==> src/rtl/l1_bus_interface_pkg.sv <==
// Shared cache/bus types: bus opcodes, snoop results, line geometry and the
// bus-interface FSM encoding.
package pkg_cache;

   typedef enum bit [1:0] {
      BUS_READ       = 2'd0,
      BUS_WRITE      = 2'd1,
      BUS_INVALIDATE = 2'd2,
      BUS_RFO        = 2'd3
   } bus_op_t;

   typedef enum bit [1:0] {
      NOHIT = 2'd0,
      HIT   = 2'd1,
      HITM  = 2'd2
   } snoop_result_t;

   localparam int LINE_OFFSET_BITS = 6;

   typedef enum logic [1:0] {
      ST_IDLE,
      ST_ISSUE,
      ST_WAIT_SNOOP,
      ST_RESP
   } bus_state_t;

   // Encoding 2'b11 is reserved on the bus; treat it as a clean miss.
   function automatic logic [1:0] snoop_sanitize(input logic [1:0] r);
      return (r == 2'b11) ? 2'b00 : r;
   endfunction

   function automatic logic [31:0] sat_inc32(input logic [31:0] v);
      return (v == 32'hFFFF_FFFF) ? v : v + 32'd1;
   endfunction

endpackage

==> src/rtl/l1_bus_interface_fifo.sv <==
// l1_bus_fifo: synchronous request queue with push/pop, full and count.
// Push is refused when full even if a pop happens on the same edge.
module l1_bus_fifo #(
   parameter int DEPTH  = 4,
   parameter int DATA_W = 34
) (
   input  logic                     clk,
   input  logic                     rst_n,
   input  logic                     push_i,
   input  logic [DATA_W-1:0]        wdata_i,
   input  logic                     pop_i,
   output logic [DATA_W-1:0]        rdata_o,
   output logic                     full_o,
   output logic [$clog2(DEPTH):0]   count_o
);
   localparam int PTR_W = $clog2(DEPTH);
   localparam logic [PTR_W:0] FULL_CNT = (PTR_W+1)'(DEPTH);

   logic [DATA_W-1:0] mem_q [DEPTH];
   logic [PTR_W-1:0]  wr_ptr_q, rd_ptr_q;
   logic [PTR_W:0]    count_q;
   logic              empty, do_push, do_pop;

   assign full_o  = (count_q == FULL_CNT);
   assign empty   = (count_q == '0);
   assign count_o = count_q;
   assign rdata_o = mem_q[rd_ptr_q];
   assign do_push = push_i && !full_o;
   assign do_pop  = pop_i && !empty;

   always_ff @(posedge clk) begin
      if (do_push) mem_q[wr_ptr_q] <= wdata_i;
   end

   always_ff @(posedge clk or negedge rst_n) begin
      if (!rst_n) begin
         wr_ptr_q <= '0;
         rd_ptr_q <= '0;
         count_q  <= '0;
      end else begin
         if (do_push) wr_ptr_q <= wr_ptr_q + 1'b1;
         if (do_pop)  rd_ptr_q <= rd_ptr_q + 1'b1;
         case ({do_push, do_pop})
            2'b10:   count_q <= count_q + 1'b1;
            2'b01:   count_q <= count_q - 1'b1;
            default: count_q <= count_q;
         endcase
      end
   end

endmodule

==> src/rtl/l1_bus_interface.sv <==
// L1 bus interface: queues controller bus requests, issues them one at a time
// and returns completions with the snoop result. `L1_BUS_STATS_EN adds counters.
module l1_bus_interface
   import pkg_cache::*;
#(
   parameter int FIFO_DEPTH = 4,
   parameter int ADDR_WIDTH = 32
) (
   input  logic                  clk,
   input  logic                  rst_n,
   input  logic                  req_valid,
   output logic                  req_ready,
   input  logic [1:0]            req_op,
   input  logic [ADDR_WIDTH-1:0] req_addr,
   output logic                  bus_valid,
   output logic [1:0]            bus_op,
   output logic [ADDR_WIDTH-1:0] bus_addr,
   input  logic                  bus_ack,
   input  logic                  snoop_valid,
   input  logic [1:0]            snoop_result,
   output logic                  rsp_valid,
   input  logic                  rsp_ready,
   output logic [1:0]            rsp_op,
   output logic [ADDR_WIDTH-1:0] rsp_addr,
   output logic [1:0]            rsp_snoop
`ifdef L1_BUS_STATS_EN
   ,
   output logic [31:0]           stat_reads,
   output logic [31:0]           stat_writes,
   output logic [31:0]           stat_rfos,
   output logic [31:0]           stat_invals,
   output logic [31:0]           stat_hitm
`endif
);

   typedef struct packed {
      logic [1:0]            op;
      logic [ADDR_WIDTH-1:0] addr;
   } bus_req_t;

   bus_state_t state_q, state_d;
   bus_req_t   hold_q, hold_d, push_req, head_req;
   logic [1:0] snoop_q, snoop_d;
   logic       bus_valid_q, bus_valid_d;
   logic       rsp_valid_q, rsp_valid_d;
   logic       fifo_full, fifo_pop, fifo_push;
   logic [$clog2(FIFO_DEPTH):0] fifo_count;
   logic [$bits(bus_req_t)-1:0] fifo_rdata;
   logic       ack_fire, snoop_fire, hold_needs_snoop;

   assign push_req.op   = req_op;
   assign push_req.addr = {req_addr[ADDR_WIDTH-1:LINE_OFFSET_BITS], {LINE_OFFSET_BITS{1'b0}}};
   assign fifo_push     = req_valid && req_ready;
   assign req_ready     = !fifo_full;
   assign head_req      = bus_req_t'(fifo_rdata);

   l1_bus_fifo #(
      .DEPTH  (FIFO_DEPTH),
      .DATA_W ($bits(bus_req_t))
   ) u_fifo (
      .clk     (clk),
      .rst_n   (rst_n),
      .push_i  (fifo_push),
      .wdata_i (push_req),
      .pop_i   (fifo_pop),
      .rdata_o (fifo_rdata),
      .full_o  (fifo_full),
      .count_o (fifo_count)
   );

   assign ack_fire         = (state_q == ST_ISSUE) && bus_ack;
   assign snoop_fire       = (state_q == ST_WAIT_SNOOP) && snoop_valid;
   assign hold_needs_snoop = (hold_q.op == BUS_READ) || (hold_q.op == BUS_RFO);

   always_comb begin
      state_d     = state_q;
      hold_d      = hold_q;
      snoop_d     = snoop_q;
      bus_valid_d = bus_valid_q;
      rsp_valid_d = rsp_valid_q;
      fifo_pop    = 1'b0;
      case (state_q)
         ST_IDLE: begin
            if (fifo_count != '0) begin
               fifo_pop    = 1'b1;
               hold_d      = head_req;
               bus_valid_d = 1'b1;
               state_d     = ST_ISSUE;
            end
         end
         ST_ISSUE: begin
            if (bus_ack) begin
               bus_valid_d = 1'b0;
               snoop_d     = NOHIT;
               if (hold_needs_snoop) begin
                  state_d = ST_WAIT_SNOOP;
               end else begin
                  rsp_valid_d = 1'b1;
                  state_d     = ST_RESP;
               end
            end
         end
         ST_WAIT_SNOOP: begin
            if (snoop_valid) begin
               snoop_d     = snoop_sanitize(snoop_result);
               rsp_valid_d = 1'b1;
               state_d     = ST_RESP;
            end
         end
         ST_RESP: begin
            if (rsp_ready) begin
               rsp_valid_d = 1'b0;
               state_d     = ST_IDLE;
            end
         end
         default: state_d = ST_IDLE;
      endcase
   end

   always_ff @(posedge clk or negedge rst_n) begin
      if (!rst_n) begin
         state_q     <= ST_IDLE;
         hold_q      <= '0;
         snoop_q     <= '0;
         bus_valid_q <= 1'b0;
         rsp_valid_q <= 1'b0;
      end else begin
         state_q     <= state_d;
         hold_q      <= hold_d;
         snoop_q     <= snoop_d;
         bus_valid_q <= bus_valid_d;
         rsp_valid_q <= rsp_valid_d;
      end
   end

   // Bus and response fields share the holding register; only the valids differ.
   assign bus_valid = bus_valid_q;
   assign bus_op    = hold_q.op;
   assign bus_addr  = hold_q.addr;
   assign rsp_valid = rsp_valid_q;
   assign rsp_op    = hold_q.op;
   assign rsp_addr  = hold_q.addr;
   assign rsp_snoop = snoop_q;

`ifdef L1_BUS_STATS_EN
   logic [31:0] reads_q, writes_q, rfos_q, invals_q, hitm_q;

   always_ff @(posedge clk or negedge rst_n) begin
      if (!rst_n) begin
         reads_q  <= '0;
         writes_q <= '0;
         rfos_q   <= '0;
         invals_q <= '0;
         hitm_q   <= '0;
      end else begin
         if (ack_fire && hold_q.op == BUS_READ)       reads_q  <= sat_inc32(reads_q);
         if (ack_fire && hold_q.op == BUS_WRITE)      writes_q <= sat_inc32(writes_q);
         if (ack_fire && hold_q.op == BUS_RFO)        rfos_q   <= sat_inc32(rfos_q);
         if (ack_fire && hold_q.op == BUS_INVALIDATE) invals_q <= sat_inc32(invals_q);
         if (snoop_fire && snoop_result == HITM)      hitm_q   <= sat_inc32(hitm_q);
      end
   end

   assign stat_reads  = reads_q;
   assign stat_writes = writes_q;
   assign stat_rfos   = rfos_q;
   assign stat_invals = invals_q;
   assign stat_hitm   = hitm_q;
`else
   logic stats_unused;
   assign stats_unused = ack_fire ^ snoop_fire;
`endif

endmodule

==> config.mk <==
export PLATFORM = sky130hd
export DESIGN_NAME = l1_bus_interface
export DESIGN_NICKNAME = d
export VERILOG_FILES = /design/src/rtl/l1_bus_interface_pkg.sv /design/src/rtl/l1_bus_interface_fifo.sv /design/src/rtl/l1_bus_interface.sv
export SDC_FILE = /design/constraint.sdc
export NUM_CORES = 1
export LEC_CHECK = 0
export BUFFER_PORTS_ARGS = -buffer_cell sky130_fd_sc_hd__buf_4
export CAP_MARGIN = 20
export CELL_PAD_IN_SITES_DETAIL_PLACEMENT = 0
export CELL_PAD_IN_SITES_GLOBAL_PLACEMENT = 1
export CORE_MARGIN = 1
export CORE_UTILIZATION = 49
export DETAILED_ROUTE_END_ITERATION = 12
export PLACE_DENSITY_LB_ADDON = 0.12
export SLEW_MARGIN = 20
export SYNTH_ARGS = -nofsm -noshare
export SYNTH_HDL_FRONTEND = slang
export SYNTH_SLANG_ARGS = --single-unit
==> constraint.sdc <==
create_clock -name clk -period 3.5 [get_ports clk]
set_input_delay 0.7 -clock clk [delete_from_list [all_inputs] [get_ports clk]]
set_output_delay 0.7 -clock clk [all_outputs]
set_load 0.05 [all_outputs]
Word-level counts from Yosys, hierarchy flattened
Memory sizes are Yosys's and may differ from the RTL's. A register that Yosys moved wholly into a read port is not among the register bits.
Cells that the tools add are included.
{"block": "op_classes", "mux": 23, "n_addsub": 4, "eq_ne": 13, "n_reduce_logical": 20}
{"operator": "2-bit 2-to-1 mux", "n": 7}
{"operator": "1-bit 2-to-1 mux", "n": 11}
{"operator": "2-bit == test (second input constant)", "n": 5}
{"operator": "2-bit != test (second input constant)", "n": 5}
{"operator": "2-bit one-hot mux with 4 select lines", "n": 1}
{"operator": "3-bit one-hot mux with 2 select lines", "n": 1}
{"operator": "3-bit AND reduction", "n": 2}
{"operator": "2-bit nonzero test", "n": 3}
{"operator": "3-bit nonzero test", "n": 2}
{"operator": "5-bit AND reduction", "n": 1}
{"operator": "2-bit by 1-bit adder with 2-bit output (second input constant)", "n": 2}
{"operator": "2-bit by 1-bit == test with 1-bit output (second input constant)", "n": 2}
{"operator": "2-bit logical NOT", "n": 2}
{"operator": "2-bit one-hot mux with 2 select lines", "n": 1}
{"operator": "4-bit AND reduction", "n": 1}
{"operator": "3-bit by 1-bit adder with 3-bit output (second input constant)", "n": 1}
{"operator": "3-bit == test (second input constant)", "n": 1}
{"operator": "1-bit logical AND", "n": 3}
{"operator": "1-bit logical NOT", "n": 3}
{"operator": "3-bit logical NOT", "n": 1}
{"operator": "1-bit one-hot mux with 3 select lines", "n": 1}
{"operator": "3-bit by 1-bit subtractor with 3-bit output (second input constant)", "n": 1}
{"operator": "1-bit one-hot mux with 2 select lines", "n": 1}
{"operator": "2-bit AND reduction", "n": 1}
{"operator": "1-bit logical OR", "n": 1}
{"block": "totals", "reg_bits": 45, "n_memories": 1, "input_bits": 42, "out_inout_bits": 73, "word_cells": 69, "ramBits": 112}
{"name": "u_fifo.mem_q", "depth": 4, "word_bits": 28, "read_ports": 1, "rd_clocked_by_memory_dff": 1, "write_ports": 1, "line_no": "l1_bus_interface_fifo.sv:19", "source": "logic [DATA_W-1:0] mem_q [DEPTH];"}

Logic depth before layout (Yosys ltp)
Gate-level depths: netlist (run 1).
{"block": "depth", "ltp_word": 6, "mapped_depth": 11, "mapped_depth_nobuf": 10}

Modules after synthesis
A second synthesis (run 1) with hierarchy kept.
{"block": "unflattened", "hier_cells": 435, "hier_area_um2": 7345.8}
{"mod": "l1_bus_fifo", "instances": 1, "area_per_inst_um2": 5380.2, "cells_per_inst": 214, "seq_area_each_um2": 4259.1}
{"mod": "l1_bus_interface", "instances": 1, "area_per_inst_um2": 1965.6, "cells_per_inst": 221, "seq_area_each_um2": 1001.0}

Least setup slack after synthesis (run 1)
No wires, ideal clock.
{"block": "synth_path", "kind": "register to register", "startpoint": "register u_fifo.count_q[0] (netlist: u_fifo.count_o[0])", "endpoint": "register u_fifo.count_q[2] (netlist: u_fifo.count_o[2])", "setup_time_ps": 79, "stages_incl_launch_ff": 11, "arrival_ps": 2145, "path_buffers": 0, "t_required_ps": 3421, "period_less_slack_ps": 2225, "setup_slack_ps": 1275, "cell_sequence": "dfrtp_1 -> inv_1 -> nand3_2 -> and2_4 -> inv_1 -> ha_1 -> inv_1 -> fa_1 -> xor2_1 -> nor2_1 -> xor2_1"}
{"block": "synth_between", "elab_chain_cells": 6, "elab_cells_between_ends": 16, "cone_classes": "add/sub (2); eq/ne (3); mux (3); reduce/logical (8)"}
{"element": "start: declaration", "line_no": "l1_bus_interface_fifo.sv:21", "source": "logic [PTR_W:0] count_q;"}
{"element": "start signal: assignment", "line_no": "l1_bus_interface_fifo.sv:44", "source": "2'b10: count_q <= count_q + 1'b1;"}
{"element": "start signal: assignment", "line_no": "l1_bus_interface_fifo.sv:45", "source": "2'b01: count_q <= count_q - 1'b1;"}
{"element": "start signal: assignment", "line_no": "l1_bus_interface_fifo.sv:46", "source": "default: count_q <= count_q;"}
{"element": "3-bit == test (*)", "line_no": "l1_bus_interface_fifo.sv:24", "source": "assign full_o = (count_q == FULL_CNT);"}
{"element": "1-bit logical NOT (*)", "line_no": "l1_bus_interface.sv:54", "source": "assign req_ready = !fifo_full;"}
{"element": "named net req_ready", "line_no": "l1_bus_interface.sv:12", "source": "output logic req_ready,"}
{"element": "1-bit logical AND", "line_no": "l1_bus_interface.sv:53", "source": "assign fifo_push = req_valid && req_ready;"}
{"element": "1-bit logical AND (*)", "line_no": "l1_bus_interface_fifo.sv:28", "source": "assign do_push = push_i && !full_o;"}
{"element": "2-bit by 1-bit == test with 1-bit output / 2-bit == test (equally long branches)", "line_no": "l1_bus_interface_fifo.sv:43", "source": "case ({do_push, do_pop})"}
{"element": "3-bit one-hot mux with 2 select lines / 2-bit nonzero test (equally long branches)"}
The timed path passes the listed nets; every way through them passes the cells marked *.
A chain may end at the register's enable or synchronous reset.

Worst setup path after layout (run 1)
{"block": "layout_path", "startpoint": "register u_fifo.count_q[0] (netlist: u_fifo.count_o[0])", "endpoint": "register u_fifo.count_q[2] (netlist: u_fifo.count_o[2])"}
{"block": "layout_between", "elab_chain_cells": 6, "elab_cells_between_ends": 16, "cone_classes": "add/sub (2); eq/ne (3); mux (3); reduce/logical (8)"}
{"element": "3-bit nonzero test / 3-bit == test (equally long branches)", "line_no": "l1_bus_interface.sv:84, l1_bus_interface_fifo.sv:24"}
{"element": "1-bit 2-to-1 mux / 1-bit logical NOT (equally long branches)", "line_no": "l1_bus_interface.sv:84, l1_bus_interface_fifo.sv:28, l1_bus_interface.sv:54"}
{"element": "1-bit 2-to-1 mux / 1-bit logical AND (equally long branches)", "line_no": "l1_bus_interface.sv:82, l1_bus_interface.sv:53"}
{"element": "1-bit logical AND (on tied branches)", "line_no": "l1_bus_interface_fifo.sv:29, l1_bus_interface_fifo.sv:28"}
{"element": "2-bit by 1-bit == test with 1-bit output / 2-bit == test (equally long branches)", "line_no": "l1_bus_interface_fifo.sv:43"}
{"element": "3-bit one-hot mux with 2 select lines / 2-bit nonzero test (equally long branches)"}
Parallel ways exist; a longest one is shown, timed or not.

==> results of run 1 <==
==> metrics by stage <==
stage | std cells | util [%] | hold slack [ns] | area, um^2
2_1_floorplan | 396 | - | 0.4044 | 6289
5_1_grt | 644 | 60.51 | 0.3449 | 7390
4_1_cts | 644 | 60.51 | 0.3102 | 7390
6_report | 644 | 60.51 | 0.2900 | 7390
3_5_place_dp | 612 | 56.23 | 0.4874 | 6867
3_3_place_gp | 612 | 56.23 | 0.4821 | 6867
==> logic make-up after synthesis <==
family / after synthesis / synth area share, %
flip-flops: 153 / 70.26
AND/OR/NAND/NOR: 106 / 7.591
buffers and inverters: 66 / 7.070
multiplexers: 30 / 10.49
adder cells (fa/ha/maj): 11 / 2.323
AO/OA/AOI/OAI: 11 / 1.222
XOR/XNOR: 7 / 0.9814
other: 1 / 0.06003
==> worst max path at each step <==
stage | from | slack (ns) | to
6_report | u_fifo.count_o[0] | 1.40 | u_fifo.count_o[2]
3_5_place_dp | req_valid | 1.35 | u_fifo.count_o[2]
5_1_grt | u_fifo.count_o[0] | 1.23 | u_fifo.count_o[2]
4_1_cts | u_fifo.count_o[0] | 1.37 | u_fifo.count_o[2]
3_3_place_gp | req_valid | 1.41 | u_fifo.count_o[2]
2_1_floorplan | u_fifo.count_o[0] | 1.28 | u_fifo.count_o[2]
==> sequential cells by signal, summed over array words and instances, names as in the netlist <==
register,count
u_fifo.wr_ptr_q,2
bus_op,2
bus_addr,26
u_fifo.count_o,3
state_q,2
u_fifo.mem_q,112
rsp_snoop,2
rsp_valid,1
u_fifo.rd_ptr_q,2
bus_valid,1
==> per-layer routing <==
layer  global-route usage (%)  routed length [um]
met5                        0                   0
met4                    7.792                 153
met3                    4.955                 610
met2                    29.04                5417
met1                    23.25                4598
==> cell usage in the layout, fill, tap and decap left out, types with 2 or more instances in the layout <==
cell type,count
edfxtp_1,112
buf_4,100
nand2_1,89
dfrtp_1,40
mux4_2,28
clkbuf_16,17
inv_1,13
conb_1,12
ha_1,10
o21ai_0,6
clkbuf_1,5
and3_2,4
xnor2_1,4
xor2_1,3
clkinv_2,3
clkinvlp_4,3
clkinv_1,3
nor2_1,2
nand4b_1,2
o21ai_1,2
==> final cells by class <==
class	count	area share [%]
Clock inverter	10	1.067
Sequential cell	153	59.41
Inverter	14	0.7111
Timing Repair Buffer	100	10.16
Multi-Input combinational cell	177	19.79
Tap cell	168	2.845
Clock buffer	22	6.011
==> worst register-to-register path, stage by stage (launching register included) <==
cell and delay (ns):
dfrtp_1 0.44, inv_1 0.15, nand3_2 0.14, and2_4 0.21, inv_1 0.05, ha_1 0.17, inv_1 0.06, fa_1 0.37
xor2_1 0.15, nor2_1 0.11, xor2_1 0.16
==> results list, run 1 <==
- Crit. path cell count: 10
- Flip-flop cell with the highest count after synthesis: edfxtp_1
- Summing all flip-flop and latch instances after layout gives around 4400 um^2.
- Outcome: completed
* R2R setup slack: around 1.4 ns
- Unique masters post-synth: 34
- Setup repair after global routing missed its margin: no
- Pre-CTS setup slack: roughly 1.4 ns
- Entering global routing, the biggest net connects 42 pins.
- DRC violation count after routing: 0
- In this run the tightest slew margin relative to its limit is a little under half.
- In the final layout, the multi-input gates occupy between 1000 and 1500 um^2.
- Average routed wire per standard cell: roughly 17 um
- Endpoint kind of the worst setup timing path: flip-flop
- Std-Cell Rows: 40
* Count of mapped cells out of synthesis: 385
- 115 I/O pins were placed.
* Area growth, synth to finish: 18.29%
- Reg-to-reg critical path startpoint: u_fifo.count_o[0]
- The signal on the critical path passes through inv_1 > nand3_2 > and2_4 > inv_1 > ha_1 > inv_1 > fa_1 > xor2_1 > nor2_1 > xor2_1.
* Final cycle utilization of the critical path: about three fifths
- TritonCTS built the clock tree.
* Most repeated library cell on the critical path: inv_1
* Warning count from the yosys run: 0
* Largest stage delay, worst path: between 0.4 and 0.5 ns
- For this configuration, the core starts out at a cell density of around half.
- The final layout contains around 520 nets.
- After synthesis the netlist holds a flip-flop and latch count of roughly 150.
* Number of max-slew violations in the final report: 0
- Clk_skew: 0.006130 ns
* Fraction of synthesis flops using an asynchronous set or reset pin: 26.80%
- Averaged over all synthesized cells, the footprint is ~16 um^2.
- Among all cell types in the netlist, the one instantiated most often is edfxtp_1.
- Drt first pass iters: 4
- Count of buffer and inverter cells on the critical path: 3
- Category of cells accounting for the largest share of critical-path delay: adder cells
- The congestion estimate from routability-driven global placement came to ~0.76.
- Clock tree synthesis selected as its root buffer the cell clkbuf_16.
* Fmax: between 0.4 and 0.5 GHz
- The final-report hold violation count came to 0.
- The later pin in the worst-skew pair is clocked with a latency of between 0.4 and 0.5 ns.
- H-Tree Depth: 4
* Vias in the first global route: 3146
- Area share of the largest cell type after synthesis: a little over half
- Clock tree buffer depth: 2
- Clock sink count: approximately 150
- The final layout contains routed wiring with a total length of between 10 and 15 mm.
- Input and output buffers added on the ports amount to 96.
- Clock-pin slew was measured on the worst setup and hold paths at ~0.060 ns.
- Post-cts repair resize count: 0
* Global-route wire length before repair: around 17 mm
- The number of cells on the worst reg-to-reg path is 10.
* Dominant cells by area after synthesis: edfxtp_1, dfrtp_1, mux4_2, nand2_1, buf_4
- Overall routing resource usage: 18.05%
- Hold repair after CTS inserted 0 buffers.
- Along the worst path, the maximum fanout reaches 6.
- Max-cap violations: 0
- The number of antenna violations at the first check in global routing came to 0.
- Fraction of layout cells with a size suffix above 1: 34.66%
- Worst slew pin tran: ~0.80 ns
- The worst setup path is launched from a flip-flop.
* Required time at the endpoint of the critical path: about 3.8 ns
- Summed over all layers, the global routing overflow is 0.
* Number of antenna cells inserted: 0
- Using the TritonRoute via totals, the vias-per-cell ratio works out to 4.944.
* Worst Path Class, Setup: reg2reg
- From left edge to right edge, the die measures around 110 um.
* Number of nets with antenna violations after routing: 0
- The core region is roughly 12000 um^2.
* Synth area leader: edfxtp_1
* Count of flip-flops with a built-in enable after synthesis: around 110
- Cell with the largest stage delay on the worst path: dfrtp_1
- Worst hold path class: in2async
* Worst flop-to-flop path endpoint: u_fifo.count_o[2]
- Clock tree synthesis inserted a total of 17 buffers.
* Top cell types by occurrence after synthesis: edfxtp_1, nand2_1, buf_4
* Data arrival time of the critical path: roughly 2.4 ns
- Die Area: 13210 um^2
* Violation count after the first detailed-routing iteration: ~140
- Number of failing setup endpoints in the final timing report: 0
* Final Critical Period: around 2.1 ns
- Sequential-to-total area share from yosys stat: a little over two thirds
- Fillers: between 900 and 1000
- The wire-length estimate of the detail-placed layout is ~6.4 mm.
- Summing over every cut layer, the via total after detailed routing is 3184.
- Worst path setup slack after routing: 1.401 ns
* Post-CTS repair timing setup buffer count: 0
* Die height: about 110 um
* Cell area after technology mapping: ~6200 um^2
- Setup total negative slack on the finished layout was measured at 0 ns.
Power of run 1 is left out: the tool's default activity adds up to more than one toggle a clock period on the data nets, which glitch-free logic cannot reach.
==> run 2, diff against run 1 <==
- CORE_UTILIZATION: 49 -> 46
- clock period: 3.5 -> 2 ns (I/O delays scaled with it)
==> run 2 against run 1 <==
The flow now finishes with violations (hold timing). Global-route usage down 1.1 points. Setup slack worse by 1.3 ns. Clock skew up 0.0044 ns. Final area up 3.7%. Hold slack worse by 0.30 ns. Maximum frequency up 11%. Sequential cell count unchanged. Core utilization down 2.6 points. First-iteration DRC count down 6.7%. Cell count up 3.7%. Via count up 2.0%. Critical path depth unchanged. Largest cell class unchanged.
==> results list, run 2 (synthesis gave the netlist of run 1 again) <==
* Routed via count: roughly 3200
- Across all register-to-register paths, the minimum setup slack is 0.10 ns.
- In the final routed layout, each cell accounts on average for between 15 and 20 um.
* Clock Power Share: around 22%
- The critical path in this run is classified as reg2reg.
- Once placement finished, the instance area stood at just over 7000 um^2.
- IO Port Bufs: 96
- In this run the worst setup path terminates at u_fifo.count_o[2].
- The endpoint identified for the worst register-to-register timing path is u_fifo.count_o[2].
- Vias in the first global route: 3346
- The number of antenna violations at the first check in global routing was 0.
- Across all hold checks on the routed design, the worst slack comes to -0.007892 ns.
- PnR Total Power: between 10 and 15 mW
* Largest driver fanout on the critical path: 4
- Counting cells, the worst reg-to-reg path comes to 10.
- Routability Congestion: roughly 0.7
- Setup repair after global routing missed its margin: no
* Sw frac: about two fifths
- Worst slew pin tran: 0.5789 ns
- P_int: approximately 8.6 mW
- Once detail routing completed, the nets flagged for antenna violations numbered 0.
* Top-Level Pins: 115
- The register with the most flip-flops in the layout has approximately 110 of them.
* CTS root buf: clkbuf_16
- Fmax: about 0.53 GHz
* Pre-CTS setup slack: about 0.070 ns
- Required time at the endpoint of the critical path: about 2.3 ns
* Clk_skew: about 0.011 ns
- Violated checks: hold timing
- The floorplan step set the die width to 118.5 um.
* Final hold violations: 7
* Number of vias per cell: between 4 and 5
* Clock-pin slew on the worst setup and hold paths: 0.06 ns
- Startpoint type of the worst setup path: flip-flop
- Endpoint kind of the worst setup timing path: flip-flop
* CTS tree: yes
- Final Critical Period: about 1.9 ns
- The number of antenna diodes in the final layout is 0.
* Crit path launch: state_q[0]
- Worst path setup slack after routing: 0.1008 ns
- Number of max-slew violations in the final report: 0
* Nets: approximately 530
- Relative max-transition margin: 61.41%
* Max-cap violations: 0
* Final cycle utilization of the critical path: between 90 and 100%
- Switching Power: ~5.7 mW
- The number of hold buffers added after CTS was 0.
- Die Area: around 14000 um^2
* Global-route wire length before repair: around 18 mm
* Overall routing resource usage: around 17%
* Reg-to-reg critical path startpoint: state_q[0]
- The floorplan has 42 rows.
- Outcome: complete, but fails checks
- Die height: 118.5 um
* Total clock buffers created by CTS: 17
- Core Box Area: ~13000 um^2
* Hpwl dp: 6.853 mm
- Clock tree buffer depth: 2
- Drt first pass iters: 4
* Worst VDD drop: approximately 0.0011 V
- At the later pin of the worst-skew pair, clock insertion delay measures slightly above 0.4 ns.
- Violation count after the first detailed-routing iteration: ~130
- Number of failing setup endpoints in the final timing report: 0
* GRT overflow: 0
* Area growth, synth to finish: 22.71%
- Summed over all cells, the static leakage comes to between 3 and 4 nW.
- Register name with the most flops: u_fifo.mem_q
- Fraction of layout cells with a size suffix above 1: 39.23%
* Commonest cells after routing, fill and taps aside: edfxtp_1, buf_4, nand2_1, dfrtp_1, mux4_2
* Most frequent standard cell in the layout excluding fill and tap cells: edfxtp_1
- Clock sink count: roughly 150
* Maximum number of pins on one net before global-route repair: 42
- Worst hold path class: in2async
- CTS built an H-tree with a depth of 4.
- For this design the ratio of total power to cell area is around 1900 nW/um^2.
* Routed wire length: ~11 mm
- Comb pwr share: ~44%
* Data arrival time of the critical path: around 2.2 ns
- Fin area: 7666 um^2
* DRC violation count after routing: 0
* Starting utilization of the core area: between 40 and 50%
- The share of total power dissipated in sequential elements is 33.7%.
* Sum of negative setup slack: 0 ns
run 2: through the flow:
step | std cells | util [%]
after floorplan | 396 | -
after global placement | 632 | 53.20
after detailed placement | 632 | 53.20
after CTS | 664 | 57.66
after global routing | 668 | 57.89
final | 668 | 57.89
run 2: routing by layer:
metal	share of wire [%]	vias to the layer above	GRT usage [%]	wire length [um]
met5	0	-	0	0
li1	-	1516	-	-
met1	43	1624	21.60	4695
met4	0.68	0	5.459	74
met2	52	102	28.65	5635
met3	4.5	6	4.006	490
run 2: area by class of cell:
cell class                      instances  area [um^2]
Clock buffer                           21        440.4
Clock inverter                         11        150.1
Fill cell                            1063         5577
Inverter                               14        52.55
Multi-Input combinational cell        177         1478
Sequential cell                       153         4392
Tap cell                              176        220.2
Timing Repair Buffer                  116        933.4
run 2: how the worst min path moves through the flow:
stage	startpoint	to	slack, ns
6_report	rst_n	rsp_snoop[0]	-0.008
5_1_grt	rst_n	rsp_valid	0.03
4_1_cts	rst_n	rsp_snoop[0]	0.005
3_5_place_dp	rst_n	rsp_snoop[0]	0.45
3_3_place_gp	rst_n	rsp_snoop[0]	0.45
2_1_floorplan	rst_n	bus_addr[10]	0.10
run 2: power groups by stage:
stage | registers (mW) | clock network [mW] | logic (mW)
CTS | 4.84 | 3.24 | 6.35
floorplan | 5.83 | 0 | 3.88
finish | 4.80 | 3.16 | 6.30
global route | 4.90 | 3.35 | 6.77
global placement | 4.84 | 0 | 6.31
detailed placement | 4.89 | 0 | 6.34
run 2: critical path, stage by stage, from the launching register on:
cell and delay, ns:
dfrtp_1 0.39, inv_2 0.09, ha_2 0.20, o31ai_4 0.07, inv_2 0.06, ha_2 0.18, inv_1 0.06, fa_2 0.33
xor2_1 0.15, nor2_1 0.14, xor2_1 0.15
run 2: repair_timing:
item	in CTS	in global routing
setup endpoints to repair	0	1
buffers inserted	0	4
resized for setup	0	0
Power figures use the tool's default switching activity.
==> run 3, diff against run 2 <==
- GPL_TIMING_DRIVEN: unset -> 0
==> run 3 against run 2 <==
Count of clock-buffer cells in the layout is 1 lower. First-iteration DRC count is 4.0% lower. The flow still finishes with violations (hold timing). Sequential share of layout area down 2.6 points. Routed wire length grew 7.6%. Clock skew fell by 0.0059 ns. Global-route usage increased by 1.2 points. Hold slack got worse by 0.0035 ns. Largest cell class unchanged. Clock power fell by 5%. Cell count grew 7.6%. Critical path type unchanged. Sequential cell count unchanged.
==> results list, run 3 (synthesis gave the netlist of run 1 again) <==
* Worst path setup slack after routing: around 0.12 ns
- Routability-driven placement finished with a final weighted congestion of 0.6873.
- Fraction of layout cells with a size suffix above 1: approximately 45%
* H-Tree Depth: 4
- Maximum number of pins on one net before global-route repair: 42
- Setup violations remaining at the end of the flow were counted as 0.
- Along the worst path, the maximum fanout reaches 4.
- Register name with the most flops: u_fifo.mem_q
* Relative max-transition margin: about three fifths
- The library cell used most frequently in the layout, excluding fill and tap cells, is buf_4.
- Across the run, the number of max-cap violations was 0.
* Worst slack on hold paths: -0.01144 ns
- Std-Cell Rows: 42
* Endpoint kind of the worst setup timing path: flip-flop
- The die is 118.5 um wide.
- Startpoint type of the worst setup path: flip-flop
- The clock passes through at most 2 buffers.
* Hpwl dp: 7.286 mm
* Overall routing resource usage: 18.13%
- R2R setup slack: around 0.12 ns
- Average routed wire per standard cell: about 16 um
- In this run the standard cell core region covers roughly 13000 um^2.
* Clock sink count: 153
- Largest stage delay, worst path: around 0.4 ns
- TritonCTS built the clock tree.
* Data arrival time of the critical path: between 2 and 2.5 ns
- Worst VDD drop: 0.0009278 V
- Commonest cells after routing, fill and taps aside: buf_4, edfxtp_1, nand2_1, dfrtp_1, mux4_2
* Final cycle utilization of the critical path: between 90 and 100%
- Violation count after the first detailed-routing iteration: about 120
- The first global-routing pass estimated between 15 and 20 mm of wire.
- The slowest stage of the critical path belongs to the cell dfrtp_1.
* Clock-pin slew on the worst setup and hold paths: 0.06 ns
- For the worst setup path, the data required time is between 2 and 2.5 ns.
- Post-detailed-placement cell area: 7333 um^2
- The register with the most flip-flops in the layout has roughly 110 of them.
- After detailed routing, the total wire length is ~12 mm.
- For the pin with the worst max-slew slack, the measured transition is around 0.58 ns.
- Worst skew pair latency: about 0.41 ns
* Fin area: roughly 8000 um^2
- In the final design database the tool counted about 580 nets.
- GRT overflow: 0
- For this run, design rule violations remaining after detail routing come to 0.
- Die height: about 120 um
* Pre-CTS setup slack: -0.1803 ns
- Total power per unit cell area: roughly 1800 nW/um^2
- Placed Instances: ~670
* Die Area: approximately 14000 um^2
* Clk_skew: between 0.004 and 0.005 ns
- Drt first pass iters: 5
- Outcome: complete, but fails checks
- Routed via count: between 3000 and 4000
- The final number of max-transition violations is 0.
- Summed over all cells, the static leakage comes to around 3.4 nW.
- The number of antenna violations at the first check in global routing is 0.
- The area growth from synthesis to layout is 28.52%.
* Starting utilization of the core area: between 40% and 50%
- Number of vias per cell: around 4.7
- Adding up every negative setup slack in the final design gives 0 ns.
- Top-Level Pins: approximately 120
* Worst hold path class: in2async
- The tree is rooted in a clkbuf_16.
* IO Port Bufs: 96
- Among the stages of the critical path, the cell type that occurs most often is inv_2.
* Vias in the first global route: 3446
- Fmax: roughly 0.53 GHz
- Once detail routing completed, the nets flagged for antenna violations numbered 0.
- Number of antenna cells inserted: 0
* Total clock buffers created by CTS: 17
* Final cell count without fillers: roughly 720
- Walking the worst path, the cells encountered are inv_2 > ha_4 > o31ai_4 > inv_2 > ha_4 > inv_2 > fa_2 > xor2_1 > nor2_1 > xor2_1.
- Worst Path Class, Setup: reg2reg
* Final hold violations: 10
* Final Critical Period: between 1.5 and 2 ns
- The final reports fail on hold timing.
[run 3: changes by cell type in the layout (fill, tap and decap cells not counted), sizes merged]
cell,previous run,this run
buf,116,166
bufinv,3,2
clkinv,3,9
clkinvlp,5,1
[run 3: area by class of cell]
class,count,area [um^2]
Buffer,51,384.1
Clock buffer,20,446.7
Clock inverter,12,106.4
Fill cell,1055,5214
Inverter,14,60.06
Multi-Input combinational cell,177,1498
Sequential cell,153,4393
Tap cell,176,220.2
Timing Repair Buffer,116,920.9
[run 3: path summary, 6_finish.rpt]
kind,startpoint,to,cells after the start
max in group asynchronous,rst_n,u_fifo.count_o[0],1
setup / recovery,state_q[1],u_fifo.count_o[2],10
setup reg to reg,state_q[1],u_fifo.count_o[2],10
min in group clk,req_addr[21],u_fifo.mem_q[2][15],1
hold / removal,rst_n,rsp_snoop[0],1
hold reg to reg,bus_addr[28],bus_addr[28],2
[run 3: through the flow]
stage	utilization, %	power [mW]
4_1_cts	60.09	14.82
3_5_place_dp	55.38	11.63
5_1_grt	60.63	15.59
3_3_place_gp	54.73	11.42
6_report	60.63	14.79
2_1_floorplan	-	9.706
[run 3: power by group]
group          total (mW)  leakage [nW]  switching (mW)  internal (mW)
sequential           4.81          1.52           0.455           4.35
combinational        6.99          1.57            4.26           2.73
clock                2.99         0.271            1.15           1.84
[run 3: per-layer routing]
metal / GRT usage [%] / share of wire (%) / vias up / wire (um)
met1: 22.77 / 43 / 1677 / 5019
met5: 0 / 0 / - / 0
met3: 4.826 / 4.8 / 15 / 564
li1: - / - / 1625 / -
met2: 30.01 / 51 / 92 / 5989
met4: 7.199 / 1.3 / 0 / 154
[run 3: what timing repair did]
item	in CTS	in global routing
gates resized for setup	4	7
hold buffers	0	0
setup endpoints to repair	2	2
buffers inserted	7	9
pin swaps	1	6
[run 3: worst max-delay path, delay by kind of cell, from the launching register on]
| kind | cells | cell delay [ns] |
|---|---|---|
| compound gates | 1 | 0.08 |
| flops | 1 | 0.40 |
| fa+ha+maj | 3 | 0.65 |
| buf+inv | 3 | 0.25 |
| simple gates | 1 | 0.11 |
| xor+xnor | 2 | 0.32 |
